==> config.mk <==
export PLATFORM = sky130hd
export DESIGN_NAME = seg_scan_driver
export DESIGN_NICKNAME = d
export VERILOG_FILES = /design/src/rtl/seg_pkg.sv /design/src/rtl/bcd_to_seg.sv /design/src/rtl/seg_scan_driver.sv
export SDC_FILE = /design/constraint.sdc
export NUM_CORES = 1
export LEC_CHECK = 0
export BUFFER_PORTS_ARGS = -buffer_cell sky130_fd_sc_hd__buf_2
export CAP_MARGIN = 5
export CELL_PAD_IN_SITES_DETAIL_PLACEMENT = 2
export CELL_PAD_IN_SITES_GLOBAL_PLACEMENT = 2
export CORE_MARGIN = 2
export CORE_UTILIZATION = 39
export CTS_CLUSTER_DIAMETER = 100
export DETAILED_ROUTE_END_ITERATION = 6
export PLACE_DENSITY = 0.89
export SLEW_MARGIN = 40
export SYNTH_ARGS = -nofsm -noshare
export SYNTH_HDL_FRONTEND = slang
export SYNTH_HIERARCHICAL = 1
export SYNTH_SLANG_ARGS = --single-unit
==> constraint.sdc <==
create_clock -name clk -period 3.1 [get_ports clk]
set_clock_uncertainty 0.1 [all_clocks]
set_input_delay 0.155 -clock clk [delete_from_list [all_inputs] [get_ports clk]]
set_output_delay 0.155 -clock clk [all_outputs]
set_load 0.02 [all_outputs]
==> src/rtl/seg_pkg.sv <==
// Shared constants for the 7-segment scan driver: glyphs, digit slots, anode idle value.
package seg_pkg;

    // Active-low glyphs, bit order {g,f,e,d,c,b,a}
    localparam logic [6:0] GLYPH_0   = 7'b1000000;
    localparam logic [6:0] GLYPH_1   = 7'b1111001;
    localparam logic [6:0] GLYPH_2   = 7'b0100100;
    localparam logic [6:0] GLYPH_3   = 7'b0110000;
    localparam logic [6:0] GLYPH_4   = 7'b0011001;
    localparam logic [6:0] GLYPH_5   = 7'b0010010;
    localparam logic [6:0] GLYPH_6   = 7'b0000010;
    localparam logic [6:0] GLYPH_7   = 7'b1111000;
    localparam logic [6:0] GLYPH_8   = 7'b0000000;
    localparam logic [6:0] GLYPH_9   = 7'b0010000;
    localparam logic [6:0] SEG_BLANK = 7'h7F;

    // Digit slot order, rightmost first
    localparam logic [1:0] IDX_SEC_O = 2'd0;
    localparam logic [1:0] IDX_SEC_T = 2'd1;
    localparam logic [1:0] IDX_MIN_O = 2'd2;
    localparam logic [1:0] IDX_MIN_T = 2'd3;

    localparam logic [3:0] AN_OFF = 4'hF;

endpackage

==> src/rtl/bcd_to_seg.sv <==
// Combinational BCD to active-low 7-segment decode; non-BCD values go blank.
module bcd_to_seg
    import seg_pkg::*;
(
    input  logic [3:0] digit,
    output logic [6:0] glyph
);

    // Glyph lookup, blank for anything above 9
    always_comb begin
        glyph = SEG_BLANK;
        case (digit)
            4'd0: glyph = GLYPH_0;
            4'd1: glyph = GLYPH_1;
            4'd2: glyph = GLYPH_2;
            4'd3: glyph = GLYPH_3;
            4'd4: glyph = GLYPH_4;
            4'd5: glyph = GLYPH_5;
            4'd6: glyph = GLYPH_6;
            4'd7: glyph = GLYPH_7;
            4'd8: glyph = GLYPH_8;
            4'd9: glyph = GLYPH_9;
            default: glyph = SEG_BLANK;
        endcase
    end

endmodule

==> src/rtl/seg_scan_driver.sv <==
// 4-digit multiplexed common-anode display driver with frame-aligned shadow
// capture and blinking of the selected field in adjust mode.
module seg_scan_driver
    import seg_pkg::*;
#(
    parameter int SCAN_DIV  = 100000,
    parameter int BLINK_DIV = 25000000
) (
    input  logic       clk,
    input  logic       RESET_N,
    input  logic [3:0] sec_o,
    input  logic [2:0] sec_t,
    input  logic [3:0] min_o,
    input  logic [2:0] min_t,
    input  logic       ADJ,
    input  logic       SEL,
    output logic [3:0] an,
    output logic [6:0] seg,
    output logic       dp
);

    localparam int SW = $clog2(SCAN_DIV);
    localparam int BW = $clog2(BLINK_DIV);

    logic [SW-1:0] scan_cnt;
    logic [BW-1:0] blink_cnt;
    logic          blink_on;
    logic [1:0]    idx;
    logic          tick;

    logic [3:0] sh_sec_o;
    logic [2:0] sh_sec_t;
    logic [3:0] sh_min_o;
    logic [2:0] sh_min_t;

    logic [3:0] cur_digit;
    logic [6:0] cur_glyph;
    logic       pair_hit;
    logic       blank;

    assign tick = (scan_cnt == SW'(SCAN_DIV - 1));

    // Slot timer and digit index
    always_ff @(posedge clk or negedge RESET_N) begin
        if (!RESET_N) begin
            scan_cnt <= '0;
            idx      <= IDX_SEC_O;
        end else if (tick) begin
            scan_cnt <= '0;
            idx      <= idx + 2'd1;
        end else begin
            scan_cnt <= scan_cnt + 1'b1;
        end
    end

    // Shadows load only at frame start so one frame never mixes two times
    always_ff @(posedge clk or negedge RESET_N) begin
        if (!RESET_N) begin
            sh_sec_o <= '0;
            sh_sec_t <= '0;
            sh_min_o <= '0;
            sh_min_t <= '0;
        end else if (tick && idx == IDX_MIN_T) begin
            sh_sec_o <= sec_o;
            sh_sec_t <= sec_t;
            sh_min_o <= min_o;
            sh_min_t <= min_t;
        end
    end

    // Blink phase; parked visible outside adjust so entry starts with a lit half
    always_ff @(posedge clk or negedge RESET_N) begin
        if (!RESET_N) begin
            blink_cnt <= '0;
            blink_on  <= 1'b1;
        end else if (!ADJ) begin
            blink_cnt <= '0;
            blink_on  <= 1'b1;
        end else if (blink_cnt == BW'(BLINK_DIV - 1)) begin
            blink_cnt <= '0;
            blink_on  <= ~blink_on;
        end else begin
            blink_cnt <= blink_cnt + 1'b1;
        end
    end

    // Select the shadow digit for the current slot
    always_comb begin
        cur_digit = '0;
        case (idx)
            IDX_SEC_O: cur_digit = sh_sec_o;
            IDX_SEC_T: cur_digit = {1'b0, sh_sec_t};
            IDX_MIN_O: cur_digit = sh_min_o;
            IDX_MIN_T: cur_digit = {1'b0, sh_min_t};
            default:   cur_digit = '0;
        endcase
    end

    bcd_to_seg u_dec (
        .digit (cur_digit),
        .glyph (cur_glyph)
    );

    // SEL and ADJ are used live so a change shows on the very next output
    assign pair_hit = SEL ? idx[1] : ~idx[1];
    assign blank    = ADJ && !blink_on && pair_hit;

    // Registered outputs; anodes keep scanning while blanked to hold brightness
    always_ff @(posedge clk or negedge RESET_N) begin
        if (!RESET_N) begin
            an  <= AN_OFF;
            seg <= SEG_BLANK;
            dp  <= 1'b1;
        end else begin
            an  <= ~(4'b0001 << idx);
            seg <= blank ? SEG_BLANK : cur_glyph;
            dp  <= (idx != IDX_MIN_O);
        end
    end

endmodule

# Word-level counts from Yosys, hierarchy flattened
# Memories as Yosys holds them, arrays and structs flattened.
# Index checks and enable logic that the tools add are counted.
# totals
memories	1
output_inout_bits	12
input_bits	18
ff_bits	71
wordCells	39
rom_bits	112
# op_classes
n_reduce_logical	5
eq_ne	7
shift	1
n_mux	8
bitwise	3
add_sub_neg	3
# memory_table
memory	words	word_bits	read_ports	rd_ports_with_merged_regs	wr	line_no	rtl
(no name shown)	16	7	1	0	0	bcd_to_seg.sv:12	case (digit)
# op_table
operator	n
$mux W25	2
$add A25 B1 Y25 const B	1
$eq A25 B25 Y1 const B	1
$add A17 B1 Y17 const B	1
$eq A17 B17 Y1 const B	1
$mux W17	1
$pmux W4 S4	1
$mux W7	1
$eq A2 B2 Y1 const B	2
$not A4 Y4	1
$shl A1 B2 Y4 const A	1
$logic_and A1 B1 Y1	3
$mux W1	3
$add A2 B1 Y2 const B	1
$eq A2 B1 Y1 const B	1
$logic_not A2 Y1	1
$ne A2 B1 Y1 const B	1
$ne A2 B2 Y1 const B	1
$not A1 Y1	2
$logic_not A1 Y1	1

# Longest topological paths before layout
# Gate-level depths: netlist of the first run.
# logic_depth
word_depth	4
mapped_depth	10
depth_no_buf	10

# By module
# Netlist of the first run, hierarchy kept.
# modules_own_cells
module	seq_area_each_um2	area_per_inst_um2	instances	cells_per_inst
seg_scan_driver	1766.7	3330.7	1	301
bcd_to_seg	0.0	210.2	1	33

# Worst setup path after synthesis of the first run
# Ideal clock, no wire load.
# synth_path
kind	register -> register
from	reg idx[0]
to	reg seg[3]
t_arrival_ns	2.097
required_ns	2.918
period_less_slack_ns	2.278
stages_incl_launch_ff	11
slack_ns	0.822
path_cell_list	dfrtp_1 inv_1 ha_1 clkbuf_1 mux2i_1 inv_1 ha_1 or2_1 a21oi_2 a31oi_1 nand2b_1
# synth_via
elab_chain_len	4
# synth_lines
element	line_no	rtl
start: declaration	seg_scan_driver.sv:28	logic [1:0] idx;
start signal: assignment	seg_scan_driver.sv:50	idx <= idx + 2'd1;
$eq A2 B2 Y1 (tied with other cells)	seg_scan_driver.sv:90	case (idx)
$pmux W4 S4 (*)	seg_scan_driver.sv:90	
named net cur_digit[1]	seg_scan_driver.sv:36	logic [3:0] cur_digit;
$mem_v2 Z16 W7 (*)	-	
named net cur_glyph[3]	seg_scan_driver.sv:37	logic [6:0] cur_glyph;
$mux W7 (*)	seg_scan_driver.sv:116	seg <= blank ? SEG_BLANK : cur_glyph;
end signal: assignment	seg_scan_driver.sv:116	
end: declaration	seg_scan_driver.sv:18	output logic [6:0] seg,
# Mark *: on every way through the listed nets, which the timed path passes. The rest lies on a longest branch.
# A chain may end at the register's enable or synchronous reset.

# Worst setup path after layout of the first run
# layout_path
from	reg idx[1]
to	reg seg[3]
# The elaborated chain is that of the path after synthesis.

==> run_results.csv, run 1 <==
group,metric,value,unit
global_route,initial_antenna_violation_count,0,
pwr,leakage,1.76,nW
die,io_pins,30,
timing,finalCritPeriodShare,0.935,
timing,final_hold_viols,0,
run,number_of_maximum_capacitance_constraint_violations,0,
routing,detail_route.wl_per_cell,23.7,µm
yosys,synth-edff-count,0,
setup_path,setup.worst_path.class,"register to register",
placement,detailed_place_hpwl,7190,µm
placement,preCtsSetupSlack,0.356,ns
clock_network,cts_made_buffers,9,
clock_network,clock_latency_late_sink,0.37,ns
routing,avgViaCountPerCell,5.57,
routing,wirelength,11700,µm
yosys,ys_ff_latch,70,
timing,final_critical_path_setup_slack,0.201,ns
clock_network,clock_tree.root_cell,"clkbuf_8",
pwr,power_density,431,nW/µm²
die,fp.coreArea,8760,µm²
setup_path,crit_path_top_delay_cell,"mux2i_1",
routing,first_pass_iters,4,
finish,utilization,0.472,
setup_path,crit_path_cell_trace,"inv_1, ha_1, mux2i_1, inv_1, ha_1, or2_1, a21oi_2, a31oi_1, nand2b_1",
yosys,synthDominantCellAreaShare,0.410,
finish,post_route_cells_drive_above_1_share,0.218,
die,dieArea,9860,µm²
placement,globalplace.congestion,0.784,
timing,fmax,345,MHz
global_route,grt_first_pass_wirelength,18400,µm
placement,numPlacedInstances,462,
yosys,postSynthCellCount,334,
finish,finalNonFillerCells,494,
finish,layout_commonest_cell,"dfrtp_1",
clock_network,tritoncts,"done",
clock_network,h-tree-depth,3,
die,num_rows,34,
global_route,grt_start_max_net_pins,37,
pwr,max-vdd-ir-drop,0.252,mV
clock_network,ctsLongestPathBuffers,2,
timing,max_slew_margin,0.567,
yosys,synth.area.top_cells,"dfrtp_1 41%, dfstp_2 8.9%, xnor2_1 4.5%, ha_1 4.2%, mux2_4 4.2%",
die,start_util,0.404,
timing,timing.final.setup_violations,0,
yosys,synth-seq-area-share,0.499,
die,die_height,99.3,µm
yosys,synth.lib_cells_used.distinct,44,
finish,fin_nets,411,
yosys,synth_ff_type,"dfrtp_1",
clock_network,clock_sink_count,70,
routing,num_vias,2750,
timing,finalMaxSlewViolations,0,
routing,drc_violation_count_after_routing,0,
timing,setup-tns-final,0,ns
clock_network,post_cts_resized,0,
min_path,hold_class,"input port to async pin",
global_route,congestion_overflow_gr,0,
placement,place.port_buffers,29,
timing,min_period,2.90,ns
yosys,synth_fp_nets,364,
timing,tightest_slew,0.632,ns
yosys,synthDominantAreaCellType,"dfrtp_1",
yosys,total_of_warnings_raised_by_yosys,6,
outcome,run_status,"finished, final reports clean",
routing,drt_first_iter_violations,133,
yosys,async_reset_ff_frac,1.00,
finish,fillerInstances,879,
timing,whs,0.195,ns
finish,area.growth.synth_to_final,16.9,%
global_route,grt_pass1_vias,3211,
setup_path,cp-start-kind,"register",
routing,ant_nets,0,
setup_path,critical_path_at,3.08,ns
finish,num_antenna_cells,0,
setup_path,cell_depth_of_the_worst_flop_to_flop_path,9,
yosys,synthesis.area,3540,µm²
finish,final_cell_mix,"58 x dfrtp_1, 33 x nor2_1, 28 x buf_2",
global_route,grt.total_usage,0.251,
timing,rsz_0062_raised_after_global_routing,"no",
setup_path,setup.worst_path.end_class,"register",
setup_path,critical_path_required,3.28,ns
clock_network,clock_transition_at_path_regs,0.10,ns
setup_path,timing.critical_path.slowest_cell_delay,0.60,ns
setup_path,crit_fanout,6,
die,chipWidth,99.3,µm
yosys,postSynthAreaPerCell,10.6,µm²
==> timing repair <==
action                    4_1_cts  5_1_grt
hold endpoints to repair       41        0
hold buffers                   16        0
buffers inserted                0        0
==> where the power goes <==
part | switching, W | internal (W)
Clock | 0.000397 | 0.000294
Sequential | 0.0000147 | 0.000939
Combinational | 0.0000790 | 0.0000586
Total | 0.000491 | 0.00129
==> path summary, 6_finish.rpt <==
check,from,to,slack (ns)
max,idx[1],seg[3],0.20
min,RESET_N,sh_sec_t[0],0.20
max reg2reg,idx[1],seg[3],0.20
min reg2reg,blink_cnt[0],blink_cnt[0],0.40
max in group asynchronous,RESET_N,blink_on,2.07
min in group clk,SEL,seg[0],0.33
==> synthesized netlist by cell type, drive strengths merged, types with 3 or more instances <==
cell    number
a222oi       3
a21oi       14
nor4         6
ha          12
nor3         6
mux2        14
dfstp       12
xor2        11
nor2        33
nand4       10
xnor2       18
nand2b      12
o31ai        8
dfrtp       58
clkbuf       8
or3          5
nand3       16
o21ai       10
mux2i        5
and4         4
buf          5
and3         3
nand2       22
and2         5
or4          7
inv         16
==> logic make-up after synthesis <==
family / synth area share
AND/OR/NAND/NOR: 0.216
flip-flops: 0.499
AO/OA/AOI/OAI: 0.0650
XOR/XNOR: 0.0717
buffers and inverters: 0.0371
multiplexers: 0.0693
adder cells (fa/ha/maj): 0.0424
==> cell type report <==
class,count,area [µm²],area share
Multi-Input combinational cell,235,1650,0.399
Sequential cell,70,1770,0.427
Clock inverter,6,48.8,0.0118
Timing Repair Buffer,49,350,0.0846
Tap cell,108,135,0.0326
Clock buffer,10,128,0.0308
Inverter,16,60.1,0.0145
==> metrics by stage <==
step,area (µm²),power [W]
2_1_floorplan,3540,0.00102
3_3_place_gp,3800,0.00108
3_5_place_dp,3800,0.00109
4_1_cts,4130,0.00179
5_1_grt,4140,0.00184
6_report,4140,0.00178
==> per-layer routing <==
layer,GRT usage,up-vias,wire length [µm]
li1,-,1255,-
met1,0.297,1423,4760
met2,0.452,48,6320
met3,0.0471,24,284
met4,0.0896,0,331
met5,0,-,0
==> flip-flops by register name, indices dropped and copies added (netlist names), 2 cells and up <==
name and cells:
seg 7, blink_cnt 25, an 4, sh_min_o 4, sh_sec_t 3, sh_sec_o 4
sh_min_t 3, idx 2, scan_cnt 17
==> worst max-delay path: cells and delay by family (launching register included) <==
family / cells / cell delay, ns
buf+inv: 2 / 0.38
flops: 1 / 0.45
fa+ha+maj: 2 / 0.57
mux: 1 / 0.60
simple gates: 2 / 0.46
compound gates: 2 / 0.25
(Power assumes the default switching activity.)
==> run 2: changes to the inputs <==
CORE_ASPECT_RATIO = 0.7   (was unset)
==> run_results.csv, run 2 (synthesis results as in run 1) <==
group,metric,value,unit
finish,seq_cell_area,1770,µm²
timing,setup-tns-final,0,ns
timing,finalCritPeriodShare,0.957,
finish,multi_input_comb_area,1650,µm²
placement,preCtsSetupSlack,0.307,ns
finish,layout.cell_area.non_filler,4250,µm²
clock_network,tritoncts,"done",
timing,final_hold_viols,0,
pwr,power.clock.fraction,0.467,
pwr,power_switching_share,0.237,
timing,tightest_slew,0.641,ns
timing,rsz_0062_raised_after_global_routing,"no",
finish,largest_register,"blink_cnt",
clock_network,clock_tree.root_cell,"clkbuf_16",
global_route,congestion_overflow_gr,0,
routing,drt_first_iter_violations,133,
finish,utilization,0.476,
setup_path,timing.rr.end,"seg[3]",
routing,first_pass_iters,4,
finish,num_antenna_cells,0,
global_route,grt_first_pass_wirelength,19600,µm
timing,final_critical_path_setup_slack,0.134,ns
placement,place.port_buffers,29,
clock_network,post-cts-setup-buffer-count,0,
finish,final_cell_mix,"58 x dfrtp_1, 33 x nor2_1, 29 x buf_2",
placement,detailed_place_hpwl,7020,µm
routing,drc_violation_count_after_routing,0,
die,start_util,0.397,
min_path,hold_class,"input port to async pin",
pwr,pwr-share-seq,0.467,
timing,timing.final.setup_violations,0,
setup_path,critical_path_required,3.25,ns
pwr,pwr-share-comb,0.067,
setup_path,critical_path_at,3.12,ns
clock_network,clock_latency_late_sink,0.34,ns
finish,post_route_cells_drive_above_1_share,0.217,
clock_network,h-tree-depth,3,
timing,whs,0.242,ns
setup_path,crit_path_cell_trace,"inv_1, ha_1, a222oi_1, mux2i_1, inv_1, ha_1, or2_1, a21oi_2, a31oi_1, nand2b_1",
clock_network,clock_sink_count,70,
setup_path,timing.critical_path.slowest_cell_delay,0.53,ns
placement,detailed_place.area,3810,µm²
finish,area.growth.synth_to_final,19.9,%
pwr,internal-power,0.00156,W
finish,layout_commonest_cell,"dfrtp_1",
die,fp.coreArea,8930,µm²
clock_network,cts_made_buffers,9,
pwr,leakage,1.81,nW
pwr,max-vdd-ir-drop,0.264,mV
finish,layout_top_registers,"blink_cnt x25, scan_cnt x17, seg x7",
die,num_rows,29,
routing,ant_nets,0,
setup_path,cp-start-kind,"register",
global_route,grt_start_max_net_pins,27,
setup_path,critical_r2r_launch,"idx[1]",
clock_network,clock_transition_at_path_regs,0.06,ns
pwr,power_density,481,nW/µm²
run,number_of_maximum_capacitance_constraint_violations,0,
setup_path,setup.worst_path.class,"register to register",
global_route,grt_pass1_vias,3316,
die,dieArea,9870,µm²
routing,detail_route.wl_per_cell,23.8,µm
clock_network,ctsLongestPathBuffers,2,
timing,max_slew_margin,0.560,
finish,largest_register_ffs,25,
setup_path,r2r_slack,0.13,ns
timing,fmax,337,MHz
setup_path,crit_path_top_delay_cell,"mux2i_1",
placement,globalplace.congestion,0.772,
setup_path,crit_fanout,6,
die,die_height,83.7,µm
routing,num_vias,2853,
timing,finalMaxSlewViolations,0,
outcome,run_status,"finished, final reports clean",
routing,avgViaCountPerCell,5.58,
pwr,power_switching,0.000485,W
timing,min_period,2.97,ns
die,chipWidth,118,µm
setup_path,cell_depth_of_the_worst_flop_to_flop_path,10,
finish,fillerInstances,936,
global_route,grt.total_usage,0.267,
die,io_pins,30,
finish,fin_nets,412,
routing,wirelength,12100,µm
setup_path,setup.worst_path.end_class,"register",
global_route,initial_antenna_violation_count,0,
## run 2: worst max path at each step
stage,start,to,slack [ns],cells after the start
2_1_floorplan,idx[0],seg[3],0.82,10
3_5_place_dp,idx[0],seg[3],0.31,10
3_3_place_gp,idx[1],seg[3],0.71,9
6_report,idx[1],seg[3],0.13,10
5_1_grt,idx[0],seg[3],0.02,10
4_1_cts,idx[0],seg[3],0.24,10
## run 2: final cells by class
cell class                      count  area share
Sequential cell                    70       0.416
Multi-Input combinational cell    235       0.389
Timing Repair Buffer               50      0.0808
Clock buffer                       12      0.0581
Tap cell                          124      0.0365
Inverter                           16      0.0141
Clock inverter                      4     0.00531
## run 2: critical path: cells and delay by family, from the launching register on
kind / cells / cell delay [ns]
flip-flops: 1 / 0.43
AND/OR/NAND/NOR: 2 / 0.43
adder cells (fa/ha/maj): 2 / 0.58
buffers and inverters: 2 / 0.41
multiplexers: 1 / 0.53
AO/OA/AOI/OAI: 3 / 0.39
## run 2: metal layers
metal,vias up,track usage,routed length (µm)
met3,41,0.0786,570
li1,1256,-,-
met1,1475,0.306,5040
met5,-,0,0
met4,0,0.154,495
met2,81,0.448,6050
## run 2: power by group through the flow
stage | Clock (W) | Combinational [W] | Sequential [W]
finish | 0.000953 | 0.000136 | 0.000953
global route | 0.00101 | 0.000148 | 0.000955
CTS | 0.000966 | 0.000133 | 0.000952
detailed placement | 0 | 0.000114 | 0.000967
global placement | 0 | 0.000107 | 0.000967
floorplan | 0 | 0.0000483 | 0.000975
## run 2: per-stage QoR
step,total power [W],instances
2_1_floorplan,0.00102,334
3_3_place_gp,0.00107,479
3_5_place_dp,0.00108,479
4_1_cts,0.00205,511
5_1_grt,0.00211,511
6_report,0.00204,511
## run 2: timing repair
action,CTS,global route
endpoints found under the setup margin,0,0
hold buffers,16,0
gates resized for setup,0,0
hold endpoints to repair,27,0
